--- config.mk ---
export PLATFORM = sky130hd
export DESIGN_NAME = input_debouncer
export DESIGN_NICKNAME = d
export VERILOG_FILES = /design/src/rtl/input_debouncer_pkg.sv /design/src/rtl/debounce_channel.sv /design/src/rtl/input_debouncer.sv
export SDC_FILE = /design/constraint.sdc
export NUM_CORES = 1
export LEC_CHECK = 0
export ABC_AREA = 1
export BUFFER_PORTS_ARGS = -buffer_cell sky130_fd_sc_hd__buf_2
export CORE_MARGIN = 5
export CORE_UTILIZATION = 34
export DETAILED_ROUTE_END_ITERATION = 7
export GPL_TIMING_DRIVEN = 0
export MAX_ROUTING_LAYER = met4
export SETUP_SLACK_MARGIN = 0.02
export SLEW_MARGIN = 10
export SYNTH_ARGS = -nofsm -noshare
export SYNTH_HDL_FRONTEND = slang
export SYNTH_SLANG_ARGS = --single-unit
--- constraint.sdc ---
create_clock -name clk -period 1.49 [get_ports clk]
set_input_delay 0.0745 -clock clk [delete_from_list [all_inputs] [get_ports clk]]
set_output_delay 0.0745 -clock clk [all_outputs]
set_load 0.005 [all_outputs]
--- src/rtl/input_debouncer_pkg.sv ---
// input_debouncer_pkg: shared defaults and counter sizing for the input debouncer
package input_debouncer_pkg;
   localparam int DEBOUNCE_CYCLES_DEFAULT = 16;
   localparam int WIDTH_DEFAULT = 3;
   function automatic int cnt_width(input int n);
      return $clog2(n);
   endfunction
endpackage

--- src/rtl/debounce_channel.sv ---
// debounce_channel: one synchronizer + stability counter + clean register; edge pulses built when INPUT_DEBOUNCER_EDGE_EN is defined
module debounce_channel
   import input_debouncer_pkg::*;
#(
   parameter int DEBOUNCE_CYCLES = DEBOUNCE_CYCLES_DEFAULT
) (
   input  logic clk,
   input  logic rst_n,
   input  logic ena,
   input  logic raw_i,
   output logic clean_o,
   output logic rise_o,
   output logic fall_o,
   output logic settled_o
);
   localparam int CW = cnt_width(DEBOUNCE_CYCLES);
   localparam logic [CW-1:0] TERM = CW'(DEBOUNCE_CYCLES - 1);
   logic sync1_q, sync2_q, clean_q, clean_d;
   logic [CW-1:0] cnt_q, cnt_d;
   // next state: count while the synchronized level differs, accept it at terminal count
   always_comb begin
      cnt_d   = !ena ? cnt_q : (sync2_q == clean_q || cnt_q == TERM) ? '0 : cnt_q + 1'b1;
      clean_d = (ena && sync2_q != clean_q && cnt_q == TERM) ? sync2_q : clean_q;
   end
   // synchronizer always runs; counter and clean level freeze when disabled
   always_ff @(posedge clk or negedge rst_n) begin
      if (!rst_n) begin
         sync1_q <= 1'b0;
         sync2_q <= 1'b0;
         cnt_q   <= '0;
         clean_q <= 1'b0;
      end else begin
         sync1_q <= raw_i;
         sync2_q <= sync1_q;
         cnt_q   <= cnt_d;
         clean_q <= clean_d;
      end
   end
   // settled looks at the post-edge state so stable rises on the accepting edge itself
   assign settled_o = (clean_d == sync2_q) && (cnt_d == '0);
   assign clean_o = clean_q;
`ifdef INPUT_DEBOUNCER_EDGE_EN
   logic rise_q, fall_q;
   // one-cycle pulses in the cycle the new clean level appears
   always_ff @(posedge clk or negedge rst_n) begin
      if (!rst_n) begin
         rise_q <= 1'b0;
         fall_q <= 1'b0;
      end else begin
         rise_q <= ena & clean_d & ~clean_q;
         fall_q <= ena & ~clean_d & clean_q;
      end
   end
   assign rise_o = rise_q;
   assign fall_o = fall_q;
`else
   assign rise_o = 1'b0;
   assign fall_o = 1'b0;
`endif
endmodule

--- src/rtl/input_debouncer.sv ---
// input_debouncer: WIDTH independent debounce channels plus an all-settled flag; edge pulses gated by INPUT_DEBOUNCER_EDGE_EN
module input_debouncer
   import input_debouncer_pkg::*;
#(
   parameter int WIDTH = WIDTH_DEFAULT,
   parameter int DEBOUNCE_CYCLES = DEBOUNCE_CYCLES_DEFAULT
) (
   input  logic             clk,
   input  logic             rst_n,
   input  logic             ena,
   input  logic [WIDTH-1:0] raw_in,
   output logic [WIDTH-1:0] clean_out,
   output logic [WIDTH-1:0] rise_pulse,
   output logic [WIDTH-1:0] fall_pulse,
   output logic             stable_out
);
   logic [WIDTH-1:0] settled;
   logic stable_q;
   for (genvar i = 0; i < WIDTH; i++) begin : g_ch
      debounce_channel #(.DEBOUNCE_CYCLES(DEBOUNCE_CYCLES)) u_ch (
         .clk       (clk),
         .rst_n     (rst_n),
         .ena       (ena),
         .raw_i     (raw_in[i]),
         .clean_o   (clean_out[i]),
         .rise_o    (rise_pulse[i]),
         .fall_o    (fall_pulse[i]),
         .settled_o (settled[i])
      );
   end
   // registered AND of all channels; held while disabled
   always_ff @(posedge clk or negedge rst_n) begin
      if (!rst_n) stable_q <= 1'b1;
      else if (ena) stable_q <= &settled;
   end
   assign stable_out = stable_q;
endmodule

=== After elaboration in Yosys (flattened, before gate mapping) ===
Index checks and enable logic that the tools add are counted.

* Add/subtract/negate cells: 3
* Equality and inequality tests: 12
* Muxes and demuxes: 9
* Reductions and logical operators: 16

{| class="wikitable"
|+ Operators by type and width
! kind !! number
|-
| $mux W4 || 6
|-
| $add A4 B1 Y4 const B || 3
|-
| $eq A4 B4 Y1 const B || 3
|-
| $logic_not A4 Y1 || 3
|-
| $logic_and A1 B1 Y1 || 9
|-
| $eq A1 B1 Y1 || 6
|-
| $logic_or A1 B1 Y1 || 3
|-
| $mux W1 || 3
|-
| $ne A1 B1 Y1 || 3
|-
| $reduce_and A3 Y1 || 1
|}

* Logic and storage cells: 53
* Register bits: 22

=== Logic depth before layout (Yosys ltp) ===
Gate-level depths: netlist of run 1.

* Depth in word-level cells: 7
* Gate-level depth with buffers: 10
* Mapped depth without buffers: 10

=== Hierarchy ===
A second synthesis of run 1 with hierarchy kept.

* Cells, all modules: 177
* Area, all modules: 1,285.0 µm²

{| class="wikitable"
|+ By module, submodules not included
! module !! seq. area each (µm²) !! instances !! cells an instance !! area each (µm²)
|-
| debounce_channel || 175.2 || 3 || 57 || 411.6
|-
| input_debouncer || 26.3 || 1 || 6 || 50.0
|}

=== Least setup slack after synthesis of run 1 ===
Ideal clock, no wire load.

* Path kind: register to register
* From: register g_ch[0].u_ch.cnt_q[0]
* To: register stable_q, in the netlist stable_out
* Data arrival time: 1,169 ps
* Period minus slack after synthesis: 1,230 ps
* Setup time: 60 ps
* Path slack: 260 ps
* Stages on the path, launching flop included: 11
* Buffers on the path: 0
* Cell sequence: dfrtp_1 ha_1 inv_1 nand2_1 nand2_1 nor2_1 nor2_1 nand2_1 nor2_1 nand3_1 nand2_1

* Word-level cells in the longest chain between the ends: 7
* Elaborated cells between the ends (all ways): 11
* Classes of those cells: add/sub (1); eq/ne (2); mux (3); reduce/logical (5)

{| class="wikitable"
|+ RTL lines
! what !! RTL line !! RTL
|-
| start, declared || debounce_channel.sv:19 || <nowiki>logic [CW-1:0] cnt_q, cnt_d;</nowiki>
|-
| start signal, assigned || debounce_channel.sv:35 || <nowiki>cnt_q <= cnt_d;</nowiki>
|-
| branches (longest 5 deep; another with $add A4 B1 Y4) || -- ||
|-
| $logic_and A1 B1 Y1 (*) || debounce_channel.sv:40 || <nowiki>assign settled_o = (clean_d == sync2_q) && (cnt_d == '0);</nowiki>
|-
| $reduce_and A3 Y1 (*) || input_debouncer.sv:34 || <nowiki>else if (ena) stable_q <= &settled;</nowiki>
|-
| end signal, assigned || input_debouncer.sv:34 ||
|-
| end, declared || input_debouncer.sv:18 || <nowiki>logic stable_q;</nowiki>
|}

Every way passes the cells marked *.
A chain may end at the register's enable or synchronous reset.

=== Final worst setup path of run 1 ===
* From: register g_ch[1].u_ch.cnt_q[1]
* To: register stable_q, in the netlist stable_out

* Word-level cells in the longest chain between the ends: 7
* Elaborated cells between the ends (all ways): 11
* Classes of those cells: add/sub (1); eq/ne (2); mux (3); reduce/logical (5)

{| class="wikitable"
|+ RTL lines
! what !! RTL line
|-
| start, declared || debounce_channel.sv:19
|-
| start signal, assigned || debounce_channel.sv:35
|-
| branches (longest 5 deep; another with $add A4 B1 Y4) || --
|-
| $logic_and A1 B1 Y1 (*) || debounce_channel.sv:40
|-
| $reduce_and A3 Y1 (*) || input_debouncer.sv:34
|}

Marked as above.

==> run_summary.xml, run 1 <==
<?xml version="1.0" encoding="UTF-8"?>
<metrics>
  <group name="outcome">
    <metric name="outcome" unit="">completed</metric>
  </group>
  <group name="synthesis">
    <metric name="ys_top_cells_by_area" unit="">dfrtp_1, nand2_1, buf_4, inv_1, nor2_1</metric>
    <metric name="synth_largest_type_area_fraction" unit="">0.4321</metric>
    <metric name="synth-seq-cells" unit="">22</metric>
    <metric name="synth_cell_types" unit="">23</metric>
    <metric name="synth_seq_area_share" unit="">0.4537</metric>
    <metric name="synthDominantAreaCellType" unit="">dfrtp_1</metric>
    <metric name="post_synth.cell_area_avg" unit="sq um">8.054</metric>
    <metric name="syn-cell-area" unit="sq um">1216</metric>
    <metric name="netlist_instances" unit="">151</metric>
    <metric name="yosysWarningCount" unit="">0</metric>
  </group>
  <group name="timing">
    <metric name="setup_viol" unit="">0</metric>
    <metric name="clock-skew-final" unit="ns">0.005667</metric>
    <metric name="max_freq" unit="MHz">728.7</metric>
    <metric name="setup_tns_after_final_layout" unit="ns">0</metric>
    <metric name="grt_setup_unrepaired" unit="">true</metric>
    <metric name="worst_hold_slack" unit="ns">0.1179</metric>
    <metric name="timing.final.crit_period" unit="ns">1.372</metric>
    <metric name="hold_viol" unit="">0</metric>
    <metric name="slew_viol_final" unit="">0</metric>
    <metric name="least_margin_pin_slew" unit="ns">0.5011</metric>
    <metric name="timing.final.crit_share" unit="">0.9210</metric>
    <metric name="max_slew_margin" unit="">0.6659</metric>
  </group>
  <group name="power">
    <metric name="switchingPower" unit="W">0.0003397</metric>
    <metric name="vdd.ir_drop.worst" unit="mV">0.6514</metric>
    <metric name="power_per_cell_area" unit="nW/um^2">826.8</metric>
    <metric name="internal_power" unit="W">0.0009141</metric>
    <metric name="total_leakage_power" unit="nW">0.8144</metric>
    <metric name="power_switching_share" unit="">0.2709</metric>
    <metric name="clock_power_share" unit="">0.255</metric>
    <metric name="seq_power_share" unit="">0.543</metric>
    <metric name="p_comb_frac" unit="">0.201</metric>
  </group>
  <group name="floorplan">
    <metric name="dieArea" unit="sq um">4873</metric>
    <metric name="start_util" unit="">0.3588</metric>
    <metric name="core_area" unit="sq um">3390</metric>
    <metric name="top_level_ports" unit="">16</metric>
    <metric name="die_y" unit="um">69.81</metric>
    <metric name="floorplan.rows" unit="">21</metric>
    <metric name="die_x" unit="um">69.81</metric>
  </group>
  <group name="clock_tree">
    <metric name="cts_root_buf" unit="">clkbuf_4</metric>
    <metric name="cts-buffers-inserted" unit="">3</metric>
    <metric name="clk_path_buf_depth" unit="">2</metric>
    <metric name="clk_transition_reported_paths" unit="ns">0.12</metric>
    <metric name="clkSinkCount" unit="">22</metric>
    <metric name="h_tree_depth" unit="">1</metric>
    <metric name="clkLatencyLatePin" unit="ns">0.30</metric>
    <metric name="cts_tree" unit="">yes</metric>
  </group>
  <group name="layout">
    <metric name="multiInputGateArea" unit="sq um">554.3</metric>
    <metric name="layout_overhead_on_the_synthesized_area" unit="%">24.69</metric>
    <metric name="antennaDiodeCount" unit="">0</metric>
    <metric name="count_of_placed_standard_cells_in_the_final_layout_fillers_left_out" unit="">227</metric>
    <metric name="final_core_utilization" unit="">0.4474</metric>
    <metric name="finish.net_count" unit="">191</metric>
    <metric name="layout-drive-gt1-share" unit="">0.2928</metric>
    <metric name="fill_cells" unit="">334</metric>
    <metric name="fin_area" unit="sq um">1516</metric>
    <metric name="layout.area.seq" unit="sq um">554.3</metric>
    <metric name="mostFrequentLayoutCell" unit="">nand2_1</metric>
    <metric name="most-common-layout-cells" unit="">nand2_1, dfrtp_1, inv_1, nor2_1, buf_4</metric>
  </group>
  <group name="drt">
    <metric name="drt_pre_antenna_iters" unit="">6</metric>
    <metric name="finalWirelength" unit="um">2291</metric>
    <metric name="route.detailed.vias_per_inst" unit="">4.432</metric>
    <metric name="drc_errors" unit="">0</metric>
    <metric name="detail_route.wl_per_cell" unit="um">10.09</metric>
    <metric name="route.vias.total" unit="">1006</metric>
    <metric name="initialDrtViolationCount" unit="">22</metric>
    <metric name="detail-route-antenna-nets" unit="">0</metric>
  </group>
  <group name="global_route">
    <metric name="grt_pass1_vias" unit="">997</metric>
    <metric name="antenna_found_initial" unit="">0</metric>
    <metric name="globalRoute.totalOverflow" unit="">0</metric>
    <metric name="grt_max_degree" unit="">23</metric>
    <metric name="grt_pass1_wl" unit="um">3974</metric>
    <metric name="grtUsageTotal" unit="">0.1002</metric>
  </group>
  <group name="worst_setup_path">
    <metric name="critical_path.endpoint_type" unit="">flop</metric>
    <metric name="criticalPathCategory" unit="">reg2reg</metric>
    <metric name="timing.critical_path.from_type" unit="">flop</metric>
    <metric name="critPathRequiredTime" unit="ns">1.74</metric>
    <metric name="critPathMaxFanout" unit="">5</metric>
    <metric name="arrival" unit="ns">1.62</metric>
  </group>
  <group name="placed_design">
    <metric name="dpl_cell_area" unit="sq um">1338</metric>
    <metric name="gpl.final_weighted_congestion" unit="">0.8040</metric>
    <metric name="post-place-cells" unit="">211</metric>
    <metric name="numPortBuffers" unit="">9</metric>
    <metric name="hpwlAfterDp" unit="um">1613</metric>
  </group>
  <group name="min_path">
    <metric name="timing.hold.worst.class" unit="">in2reg</metric>
  </group>
  <group name="job">
    <metric name="number_of_violations_of_the_max_capacitance_limit" unit="">0</metric>
  </group>
</metrics>
layer usage:
metal	vias to the layer above	global-route usage	part of all wire
met2	16	0.1826	0.52
met1	472	0.1045	0.43
met4	0	0.04681	0.014
met3	4	0.01594	0.037
met5	-	-	0
li1	514	-	-
path summary, 6_finish.rpt:
check / to / slack, ns / cells past startpoint / start
worst max-delay path: stable_out$_DFFE_PN1P_ / 0.12 / 9 / g_ch[1].u_ch.cnt_q[1]$_DFF_PN0_
worst min-delay path: g_ch[1].u_ch.cnt_q[0]$_DFF_PN0_ / 0.12 / 4 / ena
worst max register to register: stable_out$_DFFE_PN1P_ / 0.12 / 9 / g_ch[1].u_ch.cnt_q[1]$_DFF_PN0_
worst min register to register: g_ch[2].u_ch.sync2_q$_DFF_PN0_ / 0.36 / 0 / g_ch[2].u_ch.sync1_q$_DFF_PN0_
max in group asynchronous: g_ch[1].u_ch.cnt_q[0]$_DFF_PN0_ / 0.87 / 2 / rst_n
min in group asynchronous: g_ch[2].u_ch.cnt_q[0]$_DFF_PN0_ / 0.26 / 2 / rst_n
power groups by stage:
stage | Combinational, W | Clock, W | Sequential (W)
2_1_floorplan | 0.000141 | 0 | 0.000679
3_3_place_gp | 0.000179 | 0 | 0.000684
3_5_place_dp | 0.000187 | 0 | 0.000688
4_1_cts | 0.000196 | 0.000340 | 0.000676
5_1_grt | 0.000292 | 0.000364 | 0.000687
6_report | 0.000253 | 0.000320 | 0.000681
sequential cells by signal, summed over array words and instances, names as in the netlist:
register	flops
g_ch.u_ch.clean_o	3
stable_out	1
g_ch.u_ch.sync2_q	3
g_ch.u_ch.cnt_q	12
g_ch.u_ch.sync1_q	3
cell usage after synthesis:
| master | instances |
|---|---|
| nand3_1 | 7 |
| xor2_1 | 2 |
| o21bai_2 | 1 |
| buf_6 | 2 |
| nand2_1 | 43 |
| nand3_2 | 5 |
| a22o_1 | 1 |
| o21ai_0 | 7 |
| dfrtp_1 | 21 |
| nor2_2 | 3 |
| clkinv_1 | 2 |
| nand4_1 | 3 |
| nand2_4 | 1 |
| dfstp_2 | 1 |
| inv_1 | 18 |
| buf_4 | 9 |
| a21oi_1 | 1 |
| nor2_1 | 17 |
| ha_1 | 3 |
| inv_2 | 1 |
| conb_1 | 1 |
| a32o_1 | 1 |
| o21bai_1 | 1 |
stage by stage:
step           worst slack [ns]  power (W)
2_1_floorplan            0.2602  0.0008198
3_3_place_gp             0.1246  0.0008632
3_5_place_dp            0.09752  0.0008751
4_1_cts                 0.05507   0.001212
5_1_grt                -0.02583   0.001343
6_report                 0.1178   0.001254
cells by family (layout without fill, tap and decap cells):
kind of cell	Yosys count	count (layout)	share of synthesized area
AO/OA/AOI/OAI	12	12	0.06378
XOR/XNOR	2	2	0.01441
adder cells (fa/ha/maj)	3	3	0.03087
buffers and inverters	32	57	0.1389
flip-flops	22	22	0.4537
other	1	6	0.003083
AND/OR/NAND/NOR	79	79	0.2953
worst max-delay path: stages, from the launching register on:
cell and delay [ns]:
dfrtp_1 0.44, ha_2 0.24, nand3_4 0.09, nand2_2 0.07, nor2_1 0.05, nor2_2 0.09
nand2_1 0.07, nor2_1 0.10, nand3_1 0.09, nand2_1 0.08
layout make-up:
class | count | share of cell area
Sequential cell | 22 | 0.3655
Multi-Input combinational cell | 102 | 0.3655
Timing Repair Buffer | 21 | 0.09571
Buffer | 11 | 0.05941
Inverter | 21 | 0.05198
Tap cell | 46 | 0.03795
Clock buffer | 4 | 0.02393
timing repair:
action,in CTS,in global routing
endpoints found under the setup margin,0,1
hold buffers,4,0
gates resized for setup,0,12
endpoints found under the hold margin,24,0
buffers inserted,0,8
No activity file was read; power rests on OpenSTA's default activity.
==> run 2: changes to the inputs <==
Settings changed: ABC_AREA 1 to unset.
==> run_summary.xml, run 2 <==
<?xml version="1.0" encoding="UTF-8"?>
<metrics>
  <group name="synthesis">
    <metric name="synth-seq-cells" unit="">22</metric>
    <metric name="ys_top_cells_by_area" unit="">dfrtp_1, buf_4, nand2b_1, ha_1, nand4_1</metric>
    <metric name="synth_seq_area_share" unit="">0.5110</metric>
    <metric name="proportion_of_synthesized_flip_flops_having_asynchronous_set_or_reset" unit="">1.000</metric>
    <metric name="yosysWarningCount" unit="">0</metric>
    <metric name="netlist_instances" unit="">100</metric>
    <metric name="yosys_most_used_dff" unit="">dfrtp_1</metric>
    <metric name="synth.cells.most_frequent" unit="">dfrtp_1, buf_4, nand2_1, nand2b_1, nand4_1</metric>
    <metric name="synth_largest_type_area_fraction" unit="">0.4867</metric>
    <metric name="synthDominantAreaCellType" unit="">dfrtp_1</metric>
    <metric name="post_synth.cell_area_avg" unit="sq um">10.80</metric>
    <metric name="synth_most_common_cell" unit="">dfrtp_1</metric>
    <metric name="post_synth_edffs" unit="">0</metric>
    <metric name="synth_cell_types" unit="">29</metric>
    <metric name="syn-cell-area" unit="sq um">1080</metric>
  </group>
  <group name="timing">
    <metric name="slew_viol_final" unit="">0</metric>
    <metric name="hold_viol" unit="">0</metric>
    <metric name="setup_tns_after_final_layout" unit="ns">0</metric>
    <metric name="clock-skew-final" unit="ns">0.007422</metric>
    <metric name="max_freq" unit="MHz">786.6</metric>
    <metric name="grt_setup_unrepaired" unit="">false</metric>
    <metric name="timing.final.crit_share" unit="">0.8532</metric>
    <metric name="setup_viol" unit="">0</metric>
    <metric name="timing.final.crit_period" unit="ns">1.271</metric>
    <metric name="postLayoutSetupSlackWorst" unit="ns">0.2187</metric>
  </group>
  <group name="outcome">
    <metric name="outcome" unit="">completed</metric>
  </group>
  <group name="clock_tree">
    <metric name="h_tree_depth" unit="">1</metric>
    <metric name="cts_root_buf" unit="">clkbuf_4</metric>
    <metric name="clk_transition_reported_paths" unit="ns">0.12</metric>
    <metric name="clk_path_buf_depth" unit="">2</metric>
    <metric name="clkSinkCount" unit="">22</metric>
    <metric name="cts_tree" unit="">yes</metric>
    <metric name="post_cts_resize_count" unit="">0</metric>
    <metric name="cts-buffers-inserted" unit="">3</metric>
    <metric name="clkLatencyLatePin" unit="ns">0.30</metric>
  </group>
  <group name="floorplan">
    <metric name="core_area" unit="sq um">3053</metric>
    <metric name="top_level_ports" unit="">16</metric>
    <metric name="start_util" unit="">0.3537</metric>
    <metric name="die_y" unit="um">66.36</metric>
    <metric name="die_x" unit="um">66.36</metric>
    <metric name="dieArea" unit="sq um">4403</metric>
    <metric name="floorplan.rows" unit="">20</metric>
  </group>
  <group name="global_route">
    <metric name="antenna_found_initial" unit="">0</metric>
    <metric name="globalRoute.totalOverflow" unit="">0</metric>
    <metric name="grt_max_degree" unit="">23</metric>
    <metric name="grt_pass1_vias" unit="">751</metric>
    <metric name="grt_pass1_wl" unit="um">3063</metric>
    <metric name="grtUsageTotal" unit="">0.09416</metric>
  </group>
  <group name="drt">
    <metric name="drc_errors" unit="">0</metric>
    <metric name="finalWirelength" unit="um">1817</metric>
    <metric name="drt_pre_antenna_iters" unit="">4</metric>
    <metric name="route.detailed.vias_per_inst" unit="">4.655</metric>
    <metric name="detail-route-antenna-nets" unit="">0</metric>
    <metric name="route.vias.total" unit="">768</metric>
    <metric name="detail_route.wl_per_cell" unit="um">11.01</metric>
    <metric name="initialDrtViolationCount" unit="">16</metric>
  </group>
  <group name="job">
    <metric name="number_of_violations_of_the_max_capacitance_limit" unit="">0</metric>
  </group>
  <group name="layout">
    <metric name="fill_cells" unit="">311</metric>
    <metric name="layout.area.seq" unit="sq um">551.8</metric>
    <metric name="layout-drive-gt1-share" unit="">0.2479</metric>
    <metric name="mostFrequentLayoutCell" unit="">dfrtp_1</metric>
    <metric name="largest_reg_flops" unit="">12</metric>
    <metric name="multiInputGateArea" unit="sq um">446.7</metric>
    <metric name="finish.net_count" unit="">131</metric>
    <metric name="fin_area" unit="sq um">1270</metric>
    <metric name="layout_overhead_on_the_synthesized_area" unit="%">17.61</metric>
    <metric name="most-common-layout-cells" unit="">dfrtp_1, buf_2, buf_4, nand2_1, nand2b_1</metric>
    <metric name="final_core_utilization" unit="">0.4160</metric>
    <metric name="antennaDiodeCount" unit="">0</metric>
    <metric name="most_flop_heavy_register" unit="">g_ch.u_ch.cnt_q</metric>
  </group>
  <group name="power">
    <metric name="power_per_cell_area" unit="nW/um^2">950.5</metric>
    <metric name="totalPowerFinal" unit="W">0.001207</metric>
    <metric name="seq_power_share" unit="">0.587</metric>
    <metric name="switchingPower" unit="W">0.0003161</metric>
    <metric name="total_leakage_power" unit="nW">0.6194</metric>
    <metric name="clock_power_share" unit="">0.263</metric>
    <metric name="vdd.ir_drop.worst" unit="mV">0.5192</metric>
    <metric name="internal_power" unit="W">0.0008910</metric>
    <metric name="p_comb_frac" unit="">0.149</metric>
    <metric name="power_switching_share" unit="">0.2619</metric>
  </group>
  <group name="worst_setup_path">
    <metric name="arrival" unit="ns">1.51</metric>
    <metric name="criticalPathCategory" unit="">reg2reg</metric>
    <metric name="critPathMaxFanout" unit="">4</metric>
    <metric name="critPathRequiredTime" unit="ns">1.73</metric>
    <metric name="timing.critical_path.from_type" unit="">flop</metric>
    <metric name="critical_path.endpoint_type" unit="">flop</metric>
  </group>
  <group name="placed_design">
    <metric name="dpl_worst_slack" unit="ns">0.2388</metric>
    <metric name="hpwlAfterDp" unit="um">1336</metric>
    <metric name="gpl.final_weighted_congestion" unit="">0.9146</metric>
    <metric name="numPortBuffers" unit="">8</metric>
    <metric name="dpl_cell_area" unit="sq um">1194</metric>
  </group>
  <group name="min_path">
    <metric name="timing.hold.worst.class" unit="">in2reg</metric>
  </group>
</metrics>
==> run 2: changes by cell type in the layout (fill, tap and decap cells not counted), sizes merged, moves of 3 or more <==
cell	previous run	this run
buf	28	19
inv	19	5
mux2	0	3
nand2	44	8
nand2b	0	7
nand3	12	4
nand4	3	6
nor2	20	0
o211ai	0	3
o22ai	0	3
xnor2	0	3
==> run 2: metrics by stage <==
step | hold slack [ns] | cells
after floorplan | -0.2211 | 105
after global routing | 0.09004 | 165
after detailed placement | 0.06476 | 157
final | 0.09224 | 165
after global placement | 0.06221 | 157
after CTS | 0.07778 | 165
==> run 2: final timing paths <==
check                                                from                               to  slack [ns]  cells after the start
max                        g_ch[0].u_ch.clean_o$_DFF_PN0_  g_ch[0].u_ch.cnt_q[3]$_DFF_PN0_        0.22                      3
min                                                   ena  g_ch[0].u_ch.cnt_q[0]$_DFF_PN0_        0.09                      3
max reg2reg                g_ch[0].u_ch.clean_o$_DFF_PN0_  g_ch[0].u_ch.cnt_q[3]$_DFF_PN0_        0.22                      3
min reg2reg                g_ch[2].u_ch.sync1_q$_DFF_PN0_   g_ch[2].u_ch.sync2_q$_DFF_PN0_        0.36                      0
max in group asynchronous                           rst_n           stable_out$_DFFE_PN1P_        0.89                      2
min in group asynchronous                           rst_n  g_ch[1].u_ch.cnt_q[1]$_DFF_PN0_        0.24                      2
==> run 2: worst max-delay path, cell delays in order, from the launching register on <==
cell and delay [ns]:
dfrtp_1 0.42, xnor2_1 0.18, or4b_4 0.53, o211ai_2 0.07
==> run 2: power by group through the flow <==
| stage | Combinational (W) | Clock (W) | Sequential [W] |
|---|---|---|---|
| floorplan | 0.000131 | 0 | 0.000709 |
| CTS | 0.000183 | 0.000343 | 0.000709 |
| global placement | 0.000167 | 0 | 0.000717 |
| global route | 0.000204 | 0.000360 | 0.000718 |
| detailed placement | 0.000174 | 0 | 0.000721 |
| finish | 0.000180 | 0.000318 | 0.000709 |
==> run 2: final cells by class <==
| cell class | instances | share of cell area |
|---|---|---|
| sequential | 22 | 0.4345 |
| multi-input combinational | 66 | 0.3517 |
| clock buffer | 4 | 0.02857 |
| tap | 44 | 0.04335 |
| buffer | 12 | 0.06404 |
| timing repair buffer | 12 | 0.06305 |
| inverter | 5 | 0.01478 |
==> run 2: per-layer routing <==
layer,share of wire,global-route usage,vias to the layer above
li1,-,-,380
met1,0.40,0.08938,361
met2,0.52,0.1685,20
met3,0.050,0.02041,7
met4,0.032,0.06345,0
met5,0,-,-
==> run 2: cell families after synthesis <==
family                   Yosys count  synth area share
AO/OA/AOI/OAI                     19            0.1263
XOR/XNOR                           4           0.03245
adder cells (fa/ha/maj)            3           0.03477
buffers and inverters             17           0.09269
flip-flops                        22            0.5110
multiplexers                       3           0.03128
other                              1          0.003473
AND/OR/NAND/NOR                   31            0.1680
==> run 2: repair_timing <==
item | CTS | global route
hold endpoints to repair | 24 | 0
buffers inserted | 0 | 0
hold buffers | 4 | 0
